## src/rtl/writeback_arbiter_pkg.sv

```systemverilog
// Shared widths, the register-0 constant and the mult/div result entry type for
// the regfile writeback arbiter.
package writeback_arbiter_pkg;

   localparam int DATA_WIDTH        = 32;
   localparam int REG_ADDR_W        = 5;
   localparam int NUM_REGS          = 1 << REG_ADDR_W;
   localparam int MD_FIFO_DEPTH_DEF = 2;

   typedef logic [REG_ADDR_W-1:0] reg_idx_t;
   typedef logic [DATA_WIDTH-1:0] data_t;

   localparam reg_idx_t REG_ZERO = '0;

   typedef struct packed {
      reg_idx_t idx;
      data_t    data;
   } md_entry_t;

   typedef enum logic [1:0] {
      SRC_NONE,
      SRC_WB,
      SRC_FIFO,
      SRC_BYPASS
   } wr_src_t;

endpackage

```

## src/rtl/writeback_arbiter_if.sv

```systemverilog
// Pipeline / mult-div / decode / regfile signals seen by the writeback arbiter.
// master = the surrounding core, slave = the arbiter.
interface writeback_arbiter_if;
   import writeback_arbiter_pkg::*;

   logic     wb_valid;
   reg_idx_t wb_reg;
   data_t    wb_data;

   logic     md_issue;
   reg_idx_t md_issue_reg;
   logic     md_done;
   reg_idx_t md_done_reg;
   data_t    md_done_data;
   logic     md_ready;

   reg_idx_t ctrl_readRegA;
   reg_idx_t ctrl_readRegB;
   logic     hazard_a;
   logic     hazard_b;
   logic     issue_stall;

   logic     ctrl_writeEnable;
   reg_idx_t ctrl_writeReg;
   data_t    data_writeReg;

   modport master (
      output wb_valid, wb_reg, wb_data,
      output md_issue, md_issue_reg, md_done, md_done_reg, md_done_data,
      output ctrl_readRegA, ctrl_readRegB,
      input  md_ready, hazard_a, hazard_b, issue_stall,
      input  ctrl_writeEnable, ctrl_writeReg, data_writeReg
   );

   modport slave (
      input  wb_valid, wb_reg, wb_data,
      input  md_issue, md_issue_reg, md_done, md_done_reg, md_done_data,
      input  ctrl_readRegA, ctrl_readRegB,
      output md_ready, hazard_a, hazard_b, issue_stall,
      output ctrl_writeEnable, ctrl_writeReg, data_writeReg
   );

endinterface

```

## src/rtl/writeback_arbiter_fifo.sv

```systemverilog
// md_result_fifo: small synchronous FIFO holding mult/div results that lost the
// write port to a pipeline writeback. DEPTH must be a power of two >= 2.
module md_result_fifo
   import writeback_arbiter_pkg::*;
#(
   parameter int DEPTH = MD_FIFO_DEPTH_DEF
) (
   input  logic      clock,
   input  logic      ctrl_reset,
   input  logic      push,
   input  md_entry_t push_entry,
   input  logic      pop,
   output logic      full,
   output logic      empty,
   output md_entry_t head
);

   localparam int PTR_W = $clog2(DEPTH);
   localparam logic [PTR_W:0] FULL_CNT = (PTR_W+1)'(DEPTH);

   md_entry_t        mem [DEPTH];
   logic [PTR_W-1:0] rd_ptr;
   logic [PTR_W-1:0] wr_ptr;
   logic [PTR_W:0]   count;
   logic             do_push;
   logic             do_pop;

   assign full    = (count == FULL_CNT);
   assign empty   = (count == '0);
   assign do_push = push & ~full;
   assign do_pop  = pop & ~empty;
   assign head    = mem[rd_ptr];

   // Pointers are exactly log2(DEPTH) bits, so they wrap mod depth for free.
   always_ff @(posedge clock) begin
      if (ctrl_reset) begin
         rd_ptr <= '0;
         wr_ptr <= '0;
         count  <= '0;
      end else begin
         if (do_push) wr_ptr <= wr_ptr + 1'b1;
         if (do_pop)  rd_ptr <= rd_ptr + 1'b1;
         case ({do_push, do_pop})
            2'b10:   count <= count + 1'b1;
            2'b01:   count <= count - 1'b1;
            default: count <= count;
         endcase
      end
   end

   always_ff @(posedge clock) begin
      if (do_push) mem[wr_ptr] <= push_entry;
   end

endmodule

```

## src/rtl/writeback_arbiter.sv

```systemverilog
// Drives the regfile write port from MW writebacks (priority) and buffered or
// bypassed mult/div results, and keeps the busy scoreboard used by decode.
module writeback_arbiter
   import writeback_arbiter_pkg::*;
#(
   parameter int MD_FIFO_DEPTH = MD_FIFO_DEPTH_DEF
) (
   input  logic                clock,
   input  logic                ctrl_reset,
   writeback_arbiter_if.slave  bus
);

   wr_src_t              src;
   md_entry_t            md_in;
   md_entry_t            head;
   logic                 full;
   logic                 empty;
   logic                 push;
   logic                 pop;
   logic                 bypass;
   reg_idx_t             wr_reg;
   data_t                wr_data;

   logic [NUM_REGS-1:0]  busy;
   logic [NUM_REGS-1:0]  busy_nxt;
   logic                 md_wr;
   reg_idx_t             md_wr_reg;
   logic                 issue_set;

   assign md_in = '{idx: bus.md_done_reg, data: bus.md_done_data};

   md_result_fifo #(.DEPTH(MD_FIFO_DEPTH)) u_fifo (
      .clock      (clock),
      .ctrl_reset (ctrl_reset),
      .push       (push),
      .push_entry (md_in),
      .pop        (pop),
      .full       (full),
      .empty      (empty),
      .head       (head)
   );

   // MW never stalls; buffered results drain before a fresh one may bypass.
   always_comb begin
      src = SRC_NONE;
      if (bus.wb_valid)     src = SRC_WB;
      else if (!empty)      src = SRC_FIFO;
      else if (bus.md_done) src = SRC_BYPASS;
   end

   assign pop          = (src == SRC_FIFO);
   assign bypass       = (src == SRC_BYPASS);
   assign bus.md_ready = ~full | (~bus.wb_valid & empty);
   assign push         = bus.md_done & bus.md_ready & ~bypass;

   always_comb begin
      wr_reg  = REG_ZERO;
      wr_data = '0;
      case (src)
         SRC_WB: begin
            wr_reg  = bus.wb_reg;
            wr_data = bus.wb_data;
         end
         SRC_FIFO: begin
            wr_reg  = head.idx;
            wr_data = head.data;
         end
         SRC_BYPASS: begin
            wr_reg  = bus.md_done_reg;
            wr_data = bus.md_done_data;
         end
         default: ;
      endcase
   end

   assign bus.ctrl_writeEnable = (src != SRC_NONE) && (wr_reg != REG_ZERO);
   assign bus.ctrl_writeReg    = wr_reg;
   assign bus.data_writeReg    = wr_data;

   assign md_wr     = pop | bypass;
   assign md_wr_reg = pop ? head.idx : bus.md_done_reg;

   assign bus.issue_stall = bus.md_issue & busy[bus.md_issue_reg];
   assign issue_set       = bus.md_issue & ~bus.issue_stall & (bus.md_issue_reg != REG_ZERO);

   // Set is applied after clear so a same-cycle re-issue keeps the register busy.
   always_comb begin
      busy_nxt = busy;
      if (md_wr)     busy_nxt[md_wr_reg]        = 1'b0;
      if (issue_set) busy_nxt[bus.md_issue_reg] = 1'b1;
      busy_nxt[0] = 1'b0;
   end

   always_ff @(posedge clock) begin
      if (ctrl_reset) busy <= '0;
      else            busy <= busy_nxt;
   end

   assign bus.hazard_a = busy[bus.ctrl_readRegA];
   assign bus.hazard_b = busy[bus.ctrl_readRegB];

endmodule

```

## src/flat_wrapper.sv

```systemverilog
// flat-port wrapper written by rule: the top's interface ports become plain ports
module writeback_arbiter_flat import writeback_arbiter_pkg::*;
#(
   parameter int MD_FIFO_DEPTH = MD_FIFO_DEPTH_DEF
)
  (clock, ctrl_reset, bus_wb_valid, bus_wb_reg, bus_wb_data, bus_md_issue, bus_md_issue_reg, bus_md_done, bus_md_done_reg, bus_md_done_data, bus_ctrl_readRegA, bus_ctrl_readRegB, bus_md_ready, bus_hazard_a, bus_hazard_b, bus_issue_stall, bus_ctrl_writeEnable, bus_ctrl_writeReg, bus_data_writeReg);
  writeback_arbiter_if bus_i ();
  input  logic clock;
  input  logic ctrl_reset;
  input wire logic [$bits(bus_i.wb_valid)-1:0] bus_wb_valid;
  input wire logic [$bits(bus_i.wb_reg)-1:0] bus_wb_reg;
  input wire logic [$bits(bus_i.wb_data)-1:0] bus_wb_data;
  input wire logic [$bits(bus_i.md_issue)-1:0] bus_md_issue;
  input wire logic [$bits(bus_i.md_issue_reg)-1:0] bus_md_issue_reg;
  input wire logic [$bits(bus_i.md_done)-1:0] bus_md_done;
  input wire logic [$bits(bus_i.md_done_reg)-1:0] bus_md_done_reg;
  input wire logic [$bits(bus_i.md_done_data)-1:0] bus_md_done_data;
  input wire logic [$bits(bus_i.ctrl_readRegA)-1:0] bus_ctrl_readRegA;
  input wire logic [$bits(bus_i.ctrl_readRegB)-1:0] bus_ctrl_readRegB;
  output wire logic [$bits(bus_i.md_ready)-1:0] bus_md_ready;
  output wire logic [$bits(bus_i.hazard_a)-1:0] bus_hazard_a;
  output wire logic [$bits(bus_i.hazard_b)-1:0] bus_hazard_b;
  output wire logic [$bits(bus_i.issue_stall)-1:0] bus_issue_stall;
  output wire logic [$bits(bus_i.ctrl_writeEnable)-1:0] bus_ctrl_writeEnable;
  output wire logic [$bits(bus_i.ctrl_writeReg)-1:0] bus_ctrl_writeReg;
  output wire logic [$bits(bus_i.data_writeReg)-1:0] bus_data_writeReg;
  assign bus_i.wb_valid = bus_wb_valid;
  assign bus_i.wb_reg = bus_wb_reg;
  assign bus_i.wb_data = bus_wb_data;
  assign bus_i.md_issue = bus_md_issue;
  assign bus_i.md_issue_reg = bus_md_issue_reg;
  assign bus_i.md_done = bus_md_done;
  assign bus_i.md_done_reg = bus_md_done_reg;
  assign bus_i.md_done_data = bus_md_done_data;
  assign bus_i.ctrl_readRegA = bus_ctrl_readRegA;
  assign bus_i.ctrl_readRegB = bus_ctrl_readRegB;
  assign bus_md_ready = bus_i.md_ready;
  assign bus_hazard_a = bus_i.hazard_a;
  assign bus_hazard_b = bus_i.hazard_b;
  assign bus_issue_stall = bus_i.issue_stall;
  assign bus_ctrl_writeEnable = bus_i.ctrl_writeEnable;
  assign bus_ctrl_writeReg = bus_i.ctrl_writeReg;
  assign bus_data_writeReg = bus_i.data_writeReg;
  writeback_arbiter #(.MD_FIFO_DEPTH(MD_FIFO_DEPTH)) u_core (.clock(clock), .ctrl_reset(ctrl_reset), .bus(bus_i));
endmodule
```

## config.mk

```make
export PLATFORM = sky130hd
export DESIGN_NAME = writeback_arbiter_flat
export DESIGN_NICKNAME = d
export VERILOG_FILES = /design/src/rtl/writeback_arbiter_pkg.sv /design/src/rtl/writeback_arbiter_if.sv /design/src/rtl/writeback_arbiter_fifo.sv /design/src/rtl/writeback_arbiter.sv /design/src/flat_wrapper.sv
export SDC_FILE = /design/constraint.sdc
export NUM_CORES = 1
export LEC_CHECK = 0
export ABC_CLOCK_PERIOD_IN_PS = 2800
export CORE_UTILIZATION = 48
export CTS_BUF_LIST = sky130_fd_sc_hd__clkbuf_2
export DETAILED_ROUTE_END_ITERATION = 10
export PLACE_DENSITY = 0.88
export REMOVE_ABC_BUFFERS = 1
export SYNTH_ARGS = -nofsm -noshare
export SYNTH_HDL_FRONTEND = slang
export SYNTH_SLANG_ARGS = --single-unit
```

## constraint.sdc

```tcl
create_clock -name clock -period 2.8 [get_ports clock]
set_clock_uncertainty 0.1 [all_clocks]
set_input_delay 0.28 -clock clock [delete_from_list [all_inputs] [get_ports clock]]
set_output_delay 0.28 -clock clock [all_outputs]
set_load 0.1 [all_outputs]
```

==> results of run 1 <==
Yosys cell counts, drive strengths merged (2+ instances only):
cell,count
and2b,4
or3b,2
mux4,24
clkbuf,23
a21oi,47
o31ai,3
inv,40
nor2,56
nand2b,2
edfxtp,74
o21bai,2
nor2b,23
a31oi,6
and3,3
nor4,2
or3,4
dfxtp,36
o32ai,2
a311oi,32
a32oi,5
buf,21
or2,6
nand3,9
o31a,3
mux2,8
o21ai,59
nand2,18
mux2i,40
xnor2,3
nand4,3
sequential cells by signal (all words and copies together), names as in the netlist, named ones only:
signal,flops
u_core.u_fifo.rd_ptr,1
u_core.u_fifo.wr_ptr,1
u_core.busy,31
u_core.u_fifo.mem,74
u_core.u_fifo.count,2
routing by layer:
metal  vias up  routed length [um]  global-route usage (%)
li1       2439                   -                       -
met1      2637                6725                   33.00
met2       329                9457                   45.11
met3        65                1589                   4.550
met4         0                 740                   11.88
met5         -                   0                       0
area by class of cell:
class | count | share of cell area (%)
inverter | 41 | 1.783
clock buffer | 10 | 0.5800
timing repair buffer | 165 | 24.82
sequential | 110 | 34.59
multi-input combinational | 382 | 35.19
tap | 172 | 2.494
clock inverter | 6 | 0.5365
power breakdown:
part           switching (uW)  total (uW)  internal [uW]
registers                 110        2030           1920
logic                    2160        3480           1320
clock network             541         670            129
total                    2810        6190           3370
placed cells by master (no fill, tap or decap), types with 5 or more instances in the layout:
master / n
sky130_fd_sc_hd__a31oi_1: 6
sky130_fd_sc_hd__dfxtp_2: 22
sky130_fd_sc_hd__buf_4: 21
sky130_fd_sc_hd__a311oi_1: 18
sky130_fd_sc_hd__nor2_1: 52
sky130_fd_sc_hd__a311oi_2: 14
sky130_fd_sc_hd__mux2i_1: 34
sky130_fd_sc_hd__clkbuf_16: 7
sky130_fd_sc_hd__buf_12: 44
sky130_fd_sc_hd__o21ai_0: 54
sky130_fd_sc_hd__nand2_1: 18
sky130_fd_sc_hd__clkbuf_2: 10
sky130_fd_sc_hd__o21ai_1: 5
sky130_fd_sc_hd__a21oi_1: 47
sky130_fd_sc_hd__mux4_2: 21
sky130_fd_sc_hd__edfxtp_1: 74
sky130_fd_sc_hd__nor2b_1: 22
sky130_fd_sc_hd__nand3_1: 8
sky130_fd_sc_hd__clkdlybuf4s50_1: 91
sky130_fd_sc_hd__dfxtp_1: 10
sky130_fd_sc_hd__inv_1: 40
path summary, 6_finish.rpt:
check | startpoint | endpoint | slack, ps | depth (start not counted)
setup / recovery | flop | bus_data_writeReg[5] | -150 | 7
hold / removal | bus_md_done_data[25] | u_core.u_fifo.mem[1][25]$_DFFE_PP_ | 120 | 1
setup reg to reg | u_core.u_fifo.count[0]$_SDFFE_PP0P_ | u_core.busy[26]$_SDFF_PP0_ | 460 | 6
hold reg to reg | u_core.busy[25]$_SDFF_PP0_ | u_core.busy[25]$_SDFF_PP0_ | 460 | 2
cells by family (layout without fill, tap and decap cells):
kind of cell               after synthesis  in the layout  synth area share (%)
xor gates and xnor gates                 4              4                0.5655
adders and majority gates                1              1                0.2019
DFF                                    110            110                 47.50
buffers and inverters                   85            222                 6.644
muxes                                   72             72                 16.82
AOI/OAI and AO/OA                      165            165                 16.74
and+or+nand+nor                        140            140                 11.53
timing repair:
item,4_1_cts,5_1_grt
cloned,0,3
endpoints found under the setup margin,32,31
resized for setup,27,41
setup buffers,6,2
pin swaps,0,4
hold buffers,0,0
stage by stage:
step	area [sq um]	hold WS (ps)
final	8630	115.6
after CTS	8371	132.7
after global routing	8630	120.6
after detailed placement	8147	410.9
after floorplan	5938	249.1
after global placement	8147	398.5
critical path, delay by kind of cell, from the launching register on:
family	cells	cell delay (ps)
AND/OR/NAND/NOR	1	100
multiplexers	1	320
AO/OA/AOI/OAI	2	430
flip-flops	1	520
buffers and inverters	3	600
==> results.md, run 1 <==
- The run finished, with violations left.
- The checks that failed: setup timing.
- The maximum resistive drop on vdd is 0.6320 mV.
- The classification of the worst-slack hold path is input port to flop.
- In this design, the stage delay of the slowest critical-path cell is 520 ps.
- The post-synthesis instance total is 577.
- The routed design has 18.51 mm of wire.
- Once the floorplan was initialized, standard cells occupied 49.10% of the core.
- The count of antenna diodes in the layout is 0.
- Clock-pin slew was measured on the worst setup and hold paths at 340 ps.
- The number of buffers inserted by port buffering is 135.
- STA classifies the critical path startpoint as a flop.
- The cell taking the most area after synthesis is sky130_fd_sc_hd__edfxtp_1.
- Max-cap violations in this run came to 0.
- The total number of H-tree levels is 3.
- The first global-routing pass estimated 26.92 mm of wire.
- Detailed placement ended at an HPWL of 12.51 mm.
- Based on the critical path, the design can be clocked at up to 0.3392 GHz.
- The die extent in x is 115.6 um.
- The per-cell via count in the routed design is 6.174.
- Setup repair after global routing could not meet its margin everywhere.
- The initial antenna violation count came to 0.
- The flop and latch count out of synthesis is 110.
- The share of the synthesized area in the top cell type is 35.86%.
- The count of filler cells inserted in the layout is 933.
- The cell that appears most often on the critical path is sky130_fd_sc_hd__buf_12.
- The multi-input gate area in the final layout is 3037 sq um.
- The setup path with the least slack is of type flop to output port.
- TritonCTS built the clock tree.
- A synthesized cell averages 10.74 sq um.
- The final count of pins violating max slew was 0.
- The number of placed I/O pins is 136.
- The clock latency of the later-clocked register in the worst-skew pair is 590 ps.
- The maximum fanout along the worst path is 8.
- The post-synthesis cell area is 6196 sq um.
- Summed over all failing endpoints, the final setup total negative slack is -345.6 ps.
- The worst slew slack as a fraction of its limit is 26.44%.
- In this run the vertical extent of the chip is 115.6 um.
- The overall power of the completed layout is 6185 uW.
- The number of clock sinks seen by CTS is 110.
- Counting distinct cell types in the post-synthesis netlist gives 62.
- The pre-CTS setup slack is 23.74 ps.
- Traced cell by cell, the critical path runs through buf_4 > buf_12 > mux2i_1 > nor2_1 > a311oi_2 > a21oi_1 > buf_12.
- The sequential area share after synthesis is 47.50%.
- STA puts the critical path data required time at 2420 ps.
- Entering global routing, the biggest net connects 68 pins.
- The number of rows created at floorplan is 41.
- The post-route DRC violation count is 0.
- Sorting the synthesized cells by area gives the leading types as sky130_fd_sc_hd__edfxtp_1 (36%), sky130_fd_sc_hd__dfxtp_1 (12%), sky130_fd_sc_hd__mux4_2 (7.6%).
- The sequential cells in the finished layout cover a total of 2985 sq um.
- The die outline area is 13,370 sq um.
- The actual transition at the worst max-transition pin is 1092 ps.
- For this run, the number of Yosys warnings is 0.
- The synthesized design contains 74 enable-type register cells.
- Counting tap cells, the placed design contains a total of 859 instances.
- The final setup violation count is 8.
- The analysis attributes to cell leakage a power of 0.003117 uW.
- Data arrives at the worst endpoint at 2570 ps.
- The congestion estimate from routability-driven global placement came to 0.9954.
- Relative to the synthesized area, the layout overhead comes to 39.28%.
- In the final layout, the share of cells above drive strength 1 is 25.49%.
- Across all setup checks in the final design, the least slack found is -147.9 ps.
- The type of destination of the critical path is an output port.
- The post-detailed-route count of antenna-violating nets is 0.
- The worst path in the final design needs a cycle of 2948 ps, including I/O delays and setup.
- The total track usage is 26.42%.
- Before antenna repair, the detailed router went through 5 iterations.
- The maximum buffer depth of the clock tree is 2.
- The per-cell routed wire length is 20.90 um.
- The count of vias placed by the detailed router is 5,470.
- Clock tree synthesis selected as its root buffer the cell sky130_fd_sc_hd__clkbuf_2.
- For this run the aggregate overflow at the end of global routing stands at 0.
- The clock buffer count from CTS is 9.
- The critical-path cell with the highest stage delay is sky130_fd_sc_hd__dfxtp_4.
- For this run, asynchronously set or reset flops after synthesis account for 0%.
- Cells fill 68.38% of the core in the end.
- The detailed router finished its first iteration with 542 violations.
- The final cell count without fillers is 886.
- The final hold violation count was 0.
- Among all flip-flop cells after synthesis, the most frequent one is sky130_fd_sc_hd__edfxtp_1.
- The count of nets after finishing is 804.
- In this run the standard cell core region covers 12,620 sq um.
- The number of global-route vias before repair was 5,255.
- Dividing total power by cell area gives a power density of 716.8 nW/um^2.
- The portion of the clock cycle consumed by the worst path in the final layout is 105.3%.
(Power assumes the default switching activity.)
==> run 2: changes to the inputs <==
==> constraint.sdc (replaced) <==
create_clock -name clock -period 2.8 [get_ports clock]
set_clock_uncertainty 0.1 [all_clocks]
set_input_delay 0.28 -clock clock [delete_from_list [all_inputs] [get_ports clock]]
set_output_delay 0.28 -clock clock [all_outputs]
set_load 0.02 [all_outputs]
==> run 2 against run 1 <==
The flow still finishes with violations (setup timing). Clock power up 15%. Critical path depth down 2. Global-route usage up 0.96 points. Flip-flop and latch count unchanged. Non-clock buffer count up 25. Via count up 1.5%. Core utilization down 2.2 points. Cell area down 3.2%. Worst hold slack worse by 16 ps. Sequential power about the same. Critical endpoint is now bus_hazard_a. Highest routed layer unchanged.
==> results.md, run 2 (synthesis gave the netlist of run 1 again) <==
- Outcome: finished with violations (unchanged).
- Violations in the final reports: setup timing (unchanged).
- The worst setup path endpoint is bus_hazard_a (was bus_data_writeReg[5]).
- The endpoint of the most critical register-to-register path is u_core.busy[22]$_SDFF_PP0_ (was u_core.busy[26]$_SDFF_PP0_).
- The type of element launching the critical path was a flop (unchanged).
- The post-layout minimum cycle time came to 2899 ps (was 2948 ps).
- The overall routed net length was 18.31 mm (was 18.51 mm).
- The cell count of the worst hold path came to 1 (unchanged).
- Largest registers ranked by flip-flop count: u_core.u_fifo.mem (74), u_core.busy (31), u_core.u_fifo.count (2) (unchanged).
- The total track usage is 27.38% (was 26.42%).
- The final cell count without fillers is 912 (was 886).
- The portion of the clock cycle consumed by the worst path in the final layout was 103.5% (was 105.3%).
- The classification of the worst-slack hold path was input port to flop (unchanged).
- The number of rows created at floorplan is 41 (unchanged).
- The count of nets after finishing is 829 (was 804).
- The count of TritonRoute iterations in the first routing pass is 6 (was 5).
- The instance area at placement is 7906 sq um (was 8147 sq um).
- The worst slew slack as a fraction of its limit is 48.15% (was 26.44%).
- The final hold violation count was 0 (unchanged).
- The final count of pins violating max slew is 0 (unchanged).
- The endpoint arrival time on the critical path is 2520 ps (was 2570 ps).
- The first-iteration detailed-routing DRC count is 630 (was 542).
- Commonest cells after routing, fill and taps aside: sky130_fd_sc_hd__clkdlybuf4s50_1 (94), sky130_fd_sc_hd__edfxtp_1 (74), sky130_fd_sc_hd__o21ai_0 (54), sky130_fd_sc_hd__nor2_1 (51), sky130_fd_sc_hd__a21oi_1 (47) (was sky130_fd_sc_hd__clkdlybuf4s50_1 (91), sky130_fd_sc_hd__edfxtp_1 (74), sky130_fd_sc_hd__o21ai_0 (54), sky130_fd_sc_hd__nor2_1 (52), sky130_fd_sc_hd__a21oi_1 (47)).
- The initial antenna violation count is 0 (unchanged).
- The clock-pin transition on the worst setup and hold timing paths came to 340 ps (about the same).
- The number of buffers inserted by port buffering is 135 (unchanged).
- The maximum fanout along the worst path was 3 (was 8).
- The most common cell after layout, fill and taps aside is sky130_fd_sc_hd__clkdlybuf4s50_1 (unchanged).
- The count of vias placed by the detailed router is 5,554 (was 5,470).
- The total number of H-tree levels is 3 (unchanged).
- The slack of the worst reg-to-reg path is 390 ps (was 460 ps).
- The class of the most critical setup path is flop to output port (unchanged).
- The worst stage delay on the critical path is 490 ps (was 520 ps).
- The type of destination of the critical path is an output port (unchanged).
- The clock buffer count from CTS is 9 (unchanged).
- The library cell used as clock root buffer is sky130_fd_sc_hd__clkbuf_2 (unchanged).
- The global route total overflow is 0 (unchanged).
- The post-detailed-route count of antenna-violating nets is 0 (unchanged).
- The final design area excluding fillers is 8349 sq um (was 8630 sq um).
- The start point of the critical path is u_core.busy[15]$_SDFF_PP0_.
- The effective utilization at floorplan is 49.10% (unchanged).
- The number of clock sinks seen by CTS was 110 (unchanged).
- The die extent in x is 115.6 um (unchanged).
- The share of cells above drive strength 1 is 24.36% (was 25.49%).
- The post-route DRC violation count is 0 (unchanged).
- The clock latency of the later-clocked register in the worst-skew pair came to 640 ps (was 590 ps).
- Cell breakdown of the critical path: buf_6 > mux4_2 > mux4_2 > mux2_4 > buf_6 (was buf_4 > buf_12 > mux2i_1 > nor2_1 > a311oi_2 > a21oi_1 > buf_12).
- The area growth from synthesis to layout is 34.75% (was 39.28%).
- The core footprint is 12,620 sq um (unchanged).
- The kind of cell adding the most delay to the critical path is multiplexers (was buffers and inverters).
- Unrepaired setup endpoints after global routing: yes (unchanged).
- The endpoint required time on the critical path is 2420 ps (about the same).
- The power density over the cells is 617.3 nW/um^2 (was 716.8 nW/um^2).
- The maximum clock rate was 0.3449 GHz (was 0.3392 GHz).
- The top register by number of flip-flops is u_core.u_fifo.mem (unchanged).
- The static leakage came to 0.003052 uW (was 0.003117 uW).
- The utilization of the core after routing was 66.16% (was 68.38%).
- The per-cell routed wire length is 20.07 um (was 20.90 um).
- The pin count of the biggest net entering global routing is 72 (was 68).
- The number of placed I/O pins is 136 (unchanged).
- The maximum resistive drop on vdd was 0.3804 mV (was 0.6320 mV).
- The die outline area is 13,370 sq um (unchanged).
- The per-cell via count in the routed design came to 6.090 (was 6.174).
- The number of buffers and inverters on the critical path is 2 (was 3).
- The number of stages on the worst setup path is 5 (was 7).
- The critical-path cell with the highest stage delay is sky130_fd_sc_hd__mux4_2 (was sky130_fd_sc_hd__dfxtp_4).
- The final weighted congestion in routability-driven placement is 0.9602 (was 0.9954).
- The maximum buffer depth of the clock tree is 2 (unchanged).
- The half-perimeter wire length of the detailed placement result came to 12.27 mm (was 12.51 mm).
- The number of global-route vias before repair was 5,488 (was 5,255).
- The CTS tree is yes (unchanged).
- The max-capacitance violation count is 0 (unchanged).
- The launching point of the worst reg2reg path is u_core.u_fifo.count[1]$_SDFFE_PP0P_ (was u_core.u_fifo.count[0]$_SDFFE_PP0P_).
- The final setup violation count was 2 (was 8).
- The post-layout worst setup margin is -99.16 ps (was -147.9 ps).
- The number of flip-flops in the largest register is 74 (unchanged).
- The number of cell instances on the worst register-to-register path was 8 (was 6).
- The first-pass GRT wire length came to 27.82 mm (was 26.92 mm).
- The vertical die dimension came to 115.6 um (unchanged).
- The actual transition at the worst max-transition pin is 776.1 ps (was 1092 ps).
- The post-placement cell count was 878 (was 859).
[run 2: cell types whose count changed in the layout (fill, tap and decap cells not counted), sizes merged]
cell and delta:
clkdlybuf4s50 +3, clkdlybuf4s15 +10, dlygate4sd2 +7, clkinvlp -2, clkinv +1, dlymetal6s2s -1
diode +1, buf -6, inv +2, clkbuf +11
[run 2: cell type report]
class                           count  area, sq um
Clock buffer                        9        45.04
Fill cell                         966         4270
Inverter                           41        153.9
Timing Repair Buffer              190         1868
Clock inverter                      7        83.83
Antenna cell                        1        2.502
Sequential cell                   110         2974
Tap cell                          172        215.2
Multi-Input combinational cell    382         3007
[run 2: layer usage]
metal	GRT usage [%]	routed length (um)
met5	0	0
met4	13.76	642
met3	3.556	1473
met2	47.47	9391
met1	33.76	6799
[run 2: power by group]
part           leakage [uW]  internal, uW  switching [uW]  total [uW]
registers          0.000983          1930            93.7        2020
logic               0.00199          1080            1280        2360
clock network     0.0000762           160             609         769
[run 2: worst min path at each step]
stage / from / end / slack [ps]
after floorplan: ctrl_reset / u_core.busy[10]$_SDFF_PP0_ / 250
after global placement: u_core.u_fifo.rd_ptr$_SDFFE_PP0P_ / u_core.u_fifo.rd_ptr$_SDFFE_PP0P_ / 400
after detailed placement: u_core.u_fifo.rd_ptr$_SDFFE_PP0P_ / u_core.u_fifo.rd_ptr$_SDFFE_PP0P_ / 410
after CTS: bus_md_done_data[23] / u_core.u_fifo.mem[1][23]$_DFFE_PP_ / 80
after global routing: bus_md_done_data[16] / u_core.u_fifo.mem[0][16]$_DFFE_PP_ / 40
final: bus_md_done_data[20] / u_core.u_fifo.mem[0][20]$_DFFE_PP_ / 100
[run 2: worst register-to-register path, stage by stage, from the launching register on]
cell	delay, ps
sky130_fd_sc_hd__dfxtp_4	440
sky130_fd_sc_hd__buf_12	130
sky130_fd_sc_hd__buf_4	130
sky130_fd_sc_hd__o21bai_2	340
sky130_fd_sc_hd__clkinv_1	330
sky130_fd_sc_hd__nor2_1	300
sky130_fd_sc_hd__a31oi_1	190
sky130_fd_sc_hd__o21ai_0	240
sky130_fd_sc_hd__o31ai_1	120
[run 2: metrics by stage]
| step | setup TNS (ps) | total power [uW] | hold slack, ps | setup WS (ps) |
|---|---|---|---|---|
| floorplan | -2322 | 3135 | 249.1 | -567.4 |
| global placement | -764.5 | 3955 | 398.5 | -269.7 |
| detailed placement | -895.6 | 4018 | 412.5 | -347.3 |
| CTS | -258.2 | 4936 | 76.38 | -112.5 |
| global route | -790.8 | 5404 | 41.37 | -170.9 |
| finish | -172.7 | 5154 | 99.75 | -99.16 |
[run 2: timing repair]
item                                    in CTS  in global routing
pin swaps                                    5                  2
buffers inserted                            10                  4
endpoints found under the setup margin      40                 29
cloned                                       2                  1
resized for setup                           91                 76
hold buffers                                 0                  0
